<file path="src/rtl/boot_loader_pkg.sv">
// Shared definitions for the boot loader: FSM state encoding, image framing
// constants and the header sanity check used when the word count arrives.
package boot_loader_pkg;

    typedef enum logic [2:0] {
        HDR0  = 3'd0,
        HDR1  = 3'd1,
        DATA  = 3'd2,
        WRITE = 3'd3,
        CSUM  = 3'd4,
        RUN   = 3'd5,
        ERROR = 3'd6
    } state_t;

    // Two header bytes carry the little-endian word count.
    localparam int HDR_BYTES = 2;

    // Bytes packed into each memory word.
    localparam int WORD_BYTES = 4;

    // Starting value of the running XOR checksum.
    localparam logic [7:0] CSUM_INIT = 8'h00;

    // A word count is usable only if it is non-zero and fits in memory.
    function automatic logic header_ok(input logic [15:0] n, input logic [15:0] max_words);
        return (n != 16'd0) && (n <= max_words);
    endfunction

endpackage

</file>
<file path="src/rtl/boot_loader_word_assembler.sv">
// Collects four bytes into one little-endian 32-bit word. The first byte of a
// word ends up in bits [7:0] because each new byte enters at the top and the
// older bytes shift down. word_complete pulses with the enable of the 4th byte.
module word_assembler
    import boot_loader_pkg::*;
(
    input  logic        clk,
    input  logic        reset,
    input  logic [7:0]  byte_in,
    input  logic        byte_en,
    output logic [31:0] word,
    output logic        word_complete
);

    logic [1:0] byte_idx;

    // Shift each accepted byte in from the top and count bytes within the word.
    always_ff @(posedge clk) begin
        if (reset) begin
            word     <= 32'd0;
            byte_idx <= 2'd0;
        end else if (byte_en) begin
            word     <= {byte_in, word[31:8]};
            byte_idx <= byte_idx + 2'd1;
        end
    end

    assign word_complete = byte_en && (byte_idx == 2'(WORD_BYTES - 1));

endmodule

</file>
<file path="src/rtl/boot_loader.sv">
// Program-image loader in front of memory data port 2. It keeps the CPU in
// reset while an image arrives over the byte link, writes each assembled word
// to memory, verifies the trailing XOR checksum and then either hands port 2
// to the CPU (RUN) or parks in ERROR until the next reset.
module boot_loader
    import boot_loader_pkg::*;
#(
    parameter int NUM_BYTES = 64
) (
    input  logic        clk,
    input  logic        reset,
    input  logic [7:0]  rx_data,
    input  logic        rx_valid,
    output logic        rx_ready,
    input  logic [31:0] cpu_address2,
    input  logic [31:0] cpu_wdata2,
    input  logic        cpu_we2,
    output logic [31:0] mem_address2,
    output logic [31:0] mem_wdata2,
    output logic        mem_we2,
    output logic        cpu_reset,
    output logic        load_done,
    output logic        load_error
);

    localparam int          MAX_WORDS   = NUM_BYTES / WORD_BYTES;
    localparam logic [15:0] MAX_WORDS_W = 16'(MAX_WORDS);

    state_t      state;
    state_t      state_next;
    logic [15:0] word_idx;
    logic [15:0] n_words;
    logic [7:0]  n_lo;
    logic [7:0]  csum;
    logic        xfer;
    logic        byte_en;
    logic [31:0] word;
    logic        word_complete;

    assign xfer    = rx_valid && rx_ready;
    assign byte_en = xfer && (state == DATA);

    word_assembler u_word_assembler (
        .clk           (clk),
        .reset         (reset),
        .byte_in       (rx_data),
        .byte_en       (byte_en),
        .word          (word),
        .word_complete (word_complete)
    );

    // State register; reset always restarts the image from the header.
    always_ff @(posedge clk) begin
        if (reset) begin
            state <= HDR0;
        end else begin
            state <= state_next;
        end
    end

    // Header capture, running checksum over all pre-checksum bytes, and the
    // word index that advances once per memory write.
    always_ff @(posedge clk) begin
        if (reset) begin
            word_idx <= 16'd0;
            n_words  <= 16'd0;
            n_lo     <= 8'd0;
            csum     <= CSUM_INIT;
        end else begin
            if (xfer && (state == HDR0 || state == HDR1 || state == DATA)) begin
                csum <= csum ^ rx_data;
            end
            if (xfer && state == HDR0) begin
                n_lo <= rx_data;
            end
            if (xfer && state == HDR1) begin
                n_words <= {rx_data, n_lo};
            end
            if (state == WRITE) begin
                word_idx <= word_idx + 16'd1;
            end
        end
    end

    // Next-state decode; absent a transfer every state holds.
    always_comb begin
        state_next = state;
        case (state)
            HDR0: begin
                if (xfer) state_next = HDR1;
            end
            HDR1: begin
                if (xfer) begin
                    state_next = header_ok({rx_data, n_lo}, MAX_WORDS_W) ? DATA : ERROR;
                end
            end
            DATA: begin
                if (word_complete) state_next = WRITE;
            end
            WRITE: begin
                state_next = ((word_idx + 16'd1) == n_words) ? CSUM : DATA;
            end
            CSUM: begin
                if (xfer) state_next = (rx_data == csum) ? RUN : ERROR;
            end
            RUN:     state_next = RUN;
            ERROR:   state_next = ERROR;
            default: state_next = ERROR;
        endcase
    end

    // Output decode: link handshake, port-2 mux (loader write or CPU
    // pass-through) and the CPU reset / status flags.
    always_comb begin
        rx_ready     = 1'b0;
        mem_address2 = 32'd0;
        mem_wdata2   = 32'd0;
        mem_we2      = 1'b0;
        cpu_reset    = 1'b1;
        load_done    = 1'b0;
        load_error   = 1'b0;
        case (state)
            HDR0, HDR1, DATA, CSUM: begin
                rx_ready = 1'b1;
            end
            WRITE: begin
                mem_we2      = 1'b1;
                mem_address2 = {14'd0, word_idx, 2'b00};
                mem_wdata2   = word;
            end
            RUN: begin
                mem_address2 = cpu_address2;
                mem_wdata2   = cpu_wdata2;
                mem_we2      = cpu_we2;
                cpu_reset    = 1'b0;
                load_done    = 1'b1;
            end
            ERROR: begin
                load_error = 1'b1;
            end
            default: begin
                load_error = 1'b1;
            end
        endcase
    end

endmodule

</file>
<file path="config.mk">
export PLATFORM = sky130hd
export DESIGN_NAME = boot_loader
export DESIGN_NICKNAME = d
export VERILOG_FILES = /design/src/rtl/boot_loader_pkg.sv /design/src/rtl/boot_loader_word_assembler.sv /design/src/rtl/boot_loader.sv
export SDC_FILE = /design/constraint.sdc
export NUM_CORES = 1
export LEC_CHECK = 0
export CAP_MARGIN = 20
export CORE_MARGIN = 1
export CORE_UTILIZATION = 42
export CTS_CLUSTER_SIZE = 28
export DETAILED_ROUTE_END_ITERATION = 7
export PLACE_DENSITY = 0.76
export SYNTH_ARGS = -nofsm -noshare
export SYNTH_HDL_FRONTEND = slang
export SYNTH_HIERARCHICAL = 1
export SYNTH_SLANG_ARGS = --single-unit
export TNS_END_PERCENT = 30
</file>
<file path="constraint.sdc">
create_clock -name clk -period 2.2 [get_ports clk]
set_clock_uncertainty 0.05 [all_clocks]
set_input_delay 0.44 -clock clk [delete_from_list [all_inputs] [get_ports clk]]
set_output_delay 0.44 -clock clk [all_outputs]
set_load 0.02 [all_outputs]
</file>
==> summary.txt, run 1 <==
Outcome
  • Status: complete, no violations

Synthesis
  • Leading area contributor after synthesis: dfxtp_1
  • Synthesized Nets: slightly above 600
  • Yosys warns: 6
  • EDFF count, synth: 0
  • Fraction of registers with async set/reset: 0%
  • Post-Syn Area: around 4600 µm²
  • Synthesized flop and latch total: 85
  • Post-synthesis sequential area ratio: 37.3%
  • Area contributors post-synth: dfxtp_1 (37%), a22o_1 (9.0%), mux2i_1 (7.2%)
  • Synth Area per Inst: 8.47 µm²
  • Post-Syn Instances: 538
  • Most frequent cell after synthesis: dfxtp_1
  • Yosys cell types: 55
  • Yosys top cell area share: between 30% and 40%
  • Main synth FF type: dfxtp_1
  • Commonest cells in the netlist: dfxtp_1 (85), nand2_1 (74), nor2_1 (58), a22o_1 (47), a21oi_1 (36)

Routing
  • DR WL/cell: 15.5 µm
  • WL met2: 6220 µm
  • DRC viols: 0
  • 1st-iter DRT viols: 216
  • TritonRoute pass-1 iters: 5
  • Highest Signal Layer: met4
  • Post-DRT Antenna Nets: 0
  • Met3 WL post-DR: 855 µm
  • Vias per cell: between 5 and 6
  • Routed via count: ~4500
  • Final WL: 13000 µm
  • Met1 wire length: 5680 µm

Global routing
  • Antenna violations before repair: 0
  • GRT Total Usage: 23.4%
  • Number of global-route vias before repair: roughly 4400
  • Global-route wire length before repair: 21000 µm
  • Largest net degree at the start of global routing: 51
  • Aggregate global routing overflow: 0

Timing
  • Final WS setup: between 40 and 50 ps
  • Final Critical Period: between 2000 and 2500 ps
  • FMAX: 0.463 GHz
  • Slew HR: between 60 and 70%
  • Final setup fails: 0
  • Final hold viol count: 0
  • Tcrit/Tclk final: between 90% and 100%
  • Worst hold margin: between 400 and 500 ps
  • Max Transition Viols Final: 0
  • Tightest Pin Transition: 569 ps
  • RSZ-0062 raised after global routing: yes

CTS
  • CTS buffer count: 9
  • CTS tree: built
  • CTS Buffer Depth: 2
  • Clk_lat worst skew: 360 ps
  • Clock Tree Root: clkbuf_8
  • H-tree levels: 3
  • # clock sinks: 85
  • Reg clk slew, reported paths: roughly 80 ps

Floorplanning
  • DIE HEIGHT: 106 µm
  • # IOs: 145
  • Initial Utilization: between 40 and 50%
  • # rows: 37
  • Core area: 10400 µm²
  • Die Wd: ~110 µm
  • Die area: 11300 µm²

Place
  • Placed cell areas: ~6300 µm²
  • Placed wire-length estimate: between 9000 and 10000 µm
  • PortBufs: about 140
  • Pre-CTS WS: -56.1 ps
  • GPL Wtd Cong: 0.861
  • Placed cells: 823

Worst setup path
  • Critical path endpoint category: flop
  • Worst R2R End: state[2]
  • Crit path launch type: flop
  • Worst Path Buf+Inv: 1
  • Slowest Stage Delay on Critical Path: slightly below 400 ps
  • Worst path slowest cell: dfxtp_1
  • Crit path cell chain: ha_4 > nand2b_1 > o211ai_2 > or3b_1 > a221o_1 > nor4_4 > buf_4 > a31o_1
  • Setup slack, reg-to-reg: 40 ps
  • R2r startpoint: word_idx[0]
  • CP required: 2460 ps
  • R2r worst-path depth: 8
  • CP max FO: 5
  • Top Family by Delay on Critical Path: simple AND/OR/NAND/NOR gates
  • WP data arrival: 2420 ps
  • CP Class: flop to flop

Final layout
  • Post-Layout Cell Count: 842
  • Share of cells above drive strength 1: 19.3%
  • Syn-to-layout area delta: 40.3%
  • Final instance area: about 6400 µm²
  • Diodes inserted: 0
  • Layout Nets: between 700 and 800

Pwr
  • Total power: 3210 µW
  • LEAKAGE: roughly 0.0027 µW
  • Peak supply drop: roughly 0.26 mV
  • Pwr/cell area: around 500 nW/µm²

Worst hold path
  • Hold Crit Class: flop to flop
  • WHS Path Cells: 2
  • HP Start: n_words[7]
  • Hold EP: n_words[7]

Flow run
  • # Max-Cap Violations: 0
==> routing by layer <==
metal  track usage, %  up-vias
li1                 -     2221
met1             28.5     2054
met2             40.4      168
met3             4.60       25
met4             8.73        0
met5                0        -
==> cell families after synthesis <==
kind of cell	count (synthesis)	share of synthesized area, %
adders and majority gates	2	0.549
and+or+nand+nor	211	22.0
AOI/OAI and AO/OA	110	17.2
buffers and inverters	49	5.93
DFF	85	37.3
xor gates and xnor gates	47	9.50
muxes	34	7.49
==> state kept, by name, indices dropped and copies added, names as in the netlist <==
name,cells
n_words,16
word_idx,16
csum,8
state,3
n_lo,8
u_word_assembler/word,32
u_word_assembler/byte_idx,2
==> placed cells by master, fill, tap and decap left out, types with 9 or more instances in the layout <==
cell type / n
nand2_1: 73
a22o_1: 47
a21oi_1: 36
clkbuf_8: 11
xor2_1: 31
nand3_1: 13
buf_2: 49
o21ai_0: 9
dlygate4sd2_1: 18
clkdlybuf4s50_1: 75
xnor2_1: 14
buf_4: 44
mux2i_1: 33
dfxtp_1: 83
and3_1: 20
nor2_1: 57
==> worst max path at each step <==
stage / depth (start not counted) / end / slack [ps] / from
global route: 4 / mem_address2[12] / -10 / state[1]
CTS: 7 / mem_address2[12] / -100 / state[0]
global placement: 8 / state[1] / -40 / word_idx[0]
finish: 8 / state[2] / 40 / word_idx[0]
detailed placement: 8 / state[1] / -60 / word_idx[0]
floorplan: 6 / mem_address2[10] / 80 / state[0]
==> power breakdown <==
group          total [µW]  switching [µW]  internal, µW
registers            1630            39.9          1590
clock network        1030             561           471
logic                 555             263           291
==> cell type report <==
cell class | count | area, µm²
clock inverters | 3 | 20.0
clock buffers | 13 | 159
fillers | 888 | 4020
multi-input cells | 404 | 2640
well taps | 136 | 170
flip-flops and latches | 85 | 1700
repair buffers | 196 | 1680
inverters | 5 | 21.3
==> worst reg2reg max path, cell delays in order, from the launching register on <==
cell,delay [ps]
dfxtp_1,390
ha_4,170
nand2b_1,80
o211ai_2,130
or3b_1,350
a221o_1,340
nor4_4,290
buf_4,180
a31o_1,140
==> stage by stage <==
| step | TNS (ps) | util, % |
|---|---|---|
| detailed placement | -102 | 61.0 |
| finish | 0 | 61.4 |
| global placement | -61.2 | 61.0 |
| global route | -23.3 | 61.4 |
| floorplan | 0 | - |
| CTS | -1120 | 63.1 |
==> what timing repair did <==
item	CTS	global route
gates resized for setup	186	43
setup endpoints to repair	70	45
cloned	2	0
hold buffers	0	0
setup buffers	1	0
pin swaps	2	1
hold endpoints to repair	0	0
(Power assumes the default switching activity.)
==> run 2, diff against run 1 <==
Settings changed: CORE_UTILIZATION 42 to 45, DONT_BUFFER_PORTS set to 1, PLACE_DENSITY 0.76 to not set, SKIP_CTS_REPAIR_TIMING set to 1.
==> run 2 against run 1 <==
First-iteration DRC count fell by 20%. Sequential cell count did not move. Combinational power fell by 38%. Count of clock-buffer cells in the layout fell by 4. Critical path type is now flop to output pin. Die area fell by 6.5%. Largest cell class unchanged. Critical path depth fell by 2. Routed wire length fell by 11%. Sequential share of layout area rose by 6.3 points.
==> summary.txt, run 2 (synthesis gave the netlist of run 1 again) <==
Timing
  • Final WS setup: 85.9 ps (+43.6 ps)
  • FMAX: 0.473 GHz (+2.1%)
  • Slew HR: 58.8% (-3.1 points)
  • RSZ-0062 raised after global routing: no
  • Final setup fails: 0 (unchanged)
  • Final hold viol count: 0 (unchanged)
  • Max Transition Viols Final: 0 (unchanged)
  • Tightest Pin Transition: 616 ps (+47.0 ps)
  • Tcrit/Tclk final: 96.1% (-2.0 points)
  • Final Critical Period: 2110 ps (-43.6 ps)

Global routing
  • Aggregate global routing overflow: 0 (unchanged)
  • Antenna violations before repair: 0 (unchanged)
  • Largest net degree at the start of global routing: 87 (+71%)
  • Number of global-route vias before repair: 3414 (-22%)
  • Global-route wire length before repair: 16900 µm (-19%)
  • GRT Total Usage: 20.9% (-2.5 points)

Floorplanning
  • Initial Utilization: 46.6% (+2.9 points)
  • Core area: 9770 µm² (-6.2%)
  • # IOs: 145 (unchanged)
  • Die area: 10500 µm² (-6.5%)
  • Die Wd: 103 µm (-3.3%)
  • # rows: 36 (-2.7%)
  • DIE HEIGHT: 103 µm (-3.3%)

CTS
  • CTS Buffer Depth: 2 (unchanged)
  • Reg clk slew, reported paths: 100 ps (+20 ps)
  • H-tree levels: 3 (unchanged)
  • Clock Tree Root: clkbuf_8
  • CTS buffer count: 9 (unchanged)
  • Clk_lat worst skew: 370 ps (about the same)
  • CTS tree: built
  • # clock sinks: 85 (unchanged)

Pwr
  • Sw power: 898 µW (+3.9%)
  • Clock share of power: 36.0% (+3.9 points)
  • Reg power frac: 52.8% (+2.2 points)
  • LEAKAGE: 0.00201 µW (-27%)
  • Switching Share: 29.2% (+2.3 points)
  • Internal: 2180 µW (-7.2%)
  • Combinational power share: 11.1% (-6.2 points)
  • Pwr/cell area: 593 nW/µm² (+18%)
  • Peak supply drop: 0.288 mV (+10%)

Worst setup path
  • R2r worst-path depth: 7 (-1)
  • WP data arrival: 1620 ps (-800 ps)
  • CP required: 1710 ps (-750 ps)
  • CP max FO: 20 (+15)
  • Setup slack, reg-to-reg: 150 ps (+110 ps)
  • Worst R2R End: state[2]
  • Crit path launch type: flop
  • Worst path slowest cell: dfxtp_2
  • Slowest Stage Delay on Critical Path: 350 ps (-40 ps)
  • Crit path cell chain: buf_6 > nand2_2 > inv_4 > buf_12 > clkbuf_16 > a22o_2
  • CP Class: flop to output pin
  • Critical path endpoint category: output pin
  • R2r startpoint: word_idx[0]

Worst hold path
  • WHS Path Cells: 1 (-1)
  • Hold Crit Class: input pin to flop
  • HP Start: reset
  • Hold EP: csum[5]

Place
  • Pre-CTS WS: 27.8 ps (+83.9 ps)
  • Placed wire-length estimate: 7480 µm (-19%)
  • GPL Wtd Cong: 0.817 (-5.1%)
  • PortBufs: 0 (-100%)

Final layout
  • Core Util, Final: 53.1% (-8.3 points)
  • Share of cells above drive strength 1: 21.0% (+1.7 points)
  • Max reg flops: 32 (unchanged)
  • Most frequent cells in the layout: dfxtp_1 (80), nand2_1 (73), nor2_1 (58)
  • Most flops, register: u_word_assembler/word
  • Biggest regs: u_word_assembler/word x32, n_words x16, word_idx x16
  • Diodes inserted: 0 (unchanged)
  • Layout Nets: 611 (-22%)
  • Leading cell type in the layout, fill and taps excluded: dfxtp_1
  • Syn-to-layout area delta: 13.8%

Routing
  • Post-DRT Antenna Nets: 0 (unchanged)
  • DR WL/cell: 17.3 µm (+12%)
  • Routed via count: 3822 (-14%)
  • Vias per cell: 5.70 (+7.3%)
  • TritonRoute pass-1 iters: 4 (-1)
  • 1st-iter DRT viols: 173 (-20%)
  • Final WL: 11600 µm (-11%)
  • DRC viols: 0 (unchanged)

Outcome
  • Status: complete, no violations

Flow run
  • # Max-Cap Violations: 0 (unchanged)
run 2: critical path, delay by kind of cell, from the launching register on:
| family | cells | cell delay [ps] |
|---|---|---|
| buf+inv | 4 | 500 |
| simple gates | 1 | 90 |
| compound gates | 1 | 310 |
| flops | 1 | 350 |
run 2: how the worst max path moves through the flow:
stage	startpoint	end
6_report	state[2]	mem_wdata2[22]
2_1_floorplan	state[0]	mem_address2[10]
5_1_grt	state[0]	mem_address2[12]
4_1_cts	state[0]	mem_address2[12]
3_3_place_gp	word_idx[0]	state[1]
3_5_place_dp	word_idx[0]	state[1]
run 2: per-stage QoR:
step	hold WS (ps)	cells	total power (µW)	area, µm²	TNS, ps
5_1_grt	62.6	671	3210	5190	0
3_5_place_dp	407	650	1970	4690	0
3_3_place_gp	405	650	1960	4690	0
4_1_cts	68.0	666	3070	4890	-4850
2_1_floorplan	387	538	1930	4560	0
6_report	86.5	671	3080	5190	0
run 2: area by class of cell:
| cell class | instances | area, µm² |
|---|---|---|
| Clock buffer | 9 | 124 |
| Inverter | 5 | 21.3 |
| Multi-Input combinational cell | 404 | 2770 |
| Timing Repair Buffer | 28 | 320 |
| Sequential cell | 85 | 1710 |
| Clock inverter | 7 | 73.8 |
| Fill cell | 937 | 4590 |
| Tap cell | 133 | 166 |
run 2: layer usage:
metal,GRT usage [%],up-vias,routed length [µm]
met5,0,-,0
met4,9.12,0,239
met3,4.75,22,665
met2,30.9,141,4920
met1,28.9,1783,5800
li1,-,1876,-
run 2: power groups by stage:
stage | logic [µW] | clock network [µW] | registers [µW]
after floorplan | 285 | 0 | 1650
after detailed placement | 313 | 0 | 1660
final | 342 | 1110 | 1630
after global placement | 307 | 0 | 1660
after CTS | 314 | 1130 | 1620
after global routing | 379 | 1200 | 1630
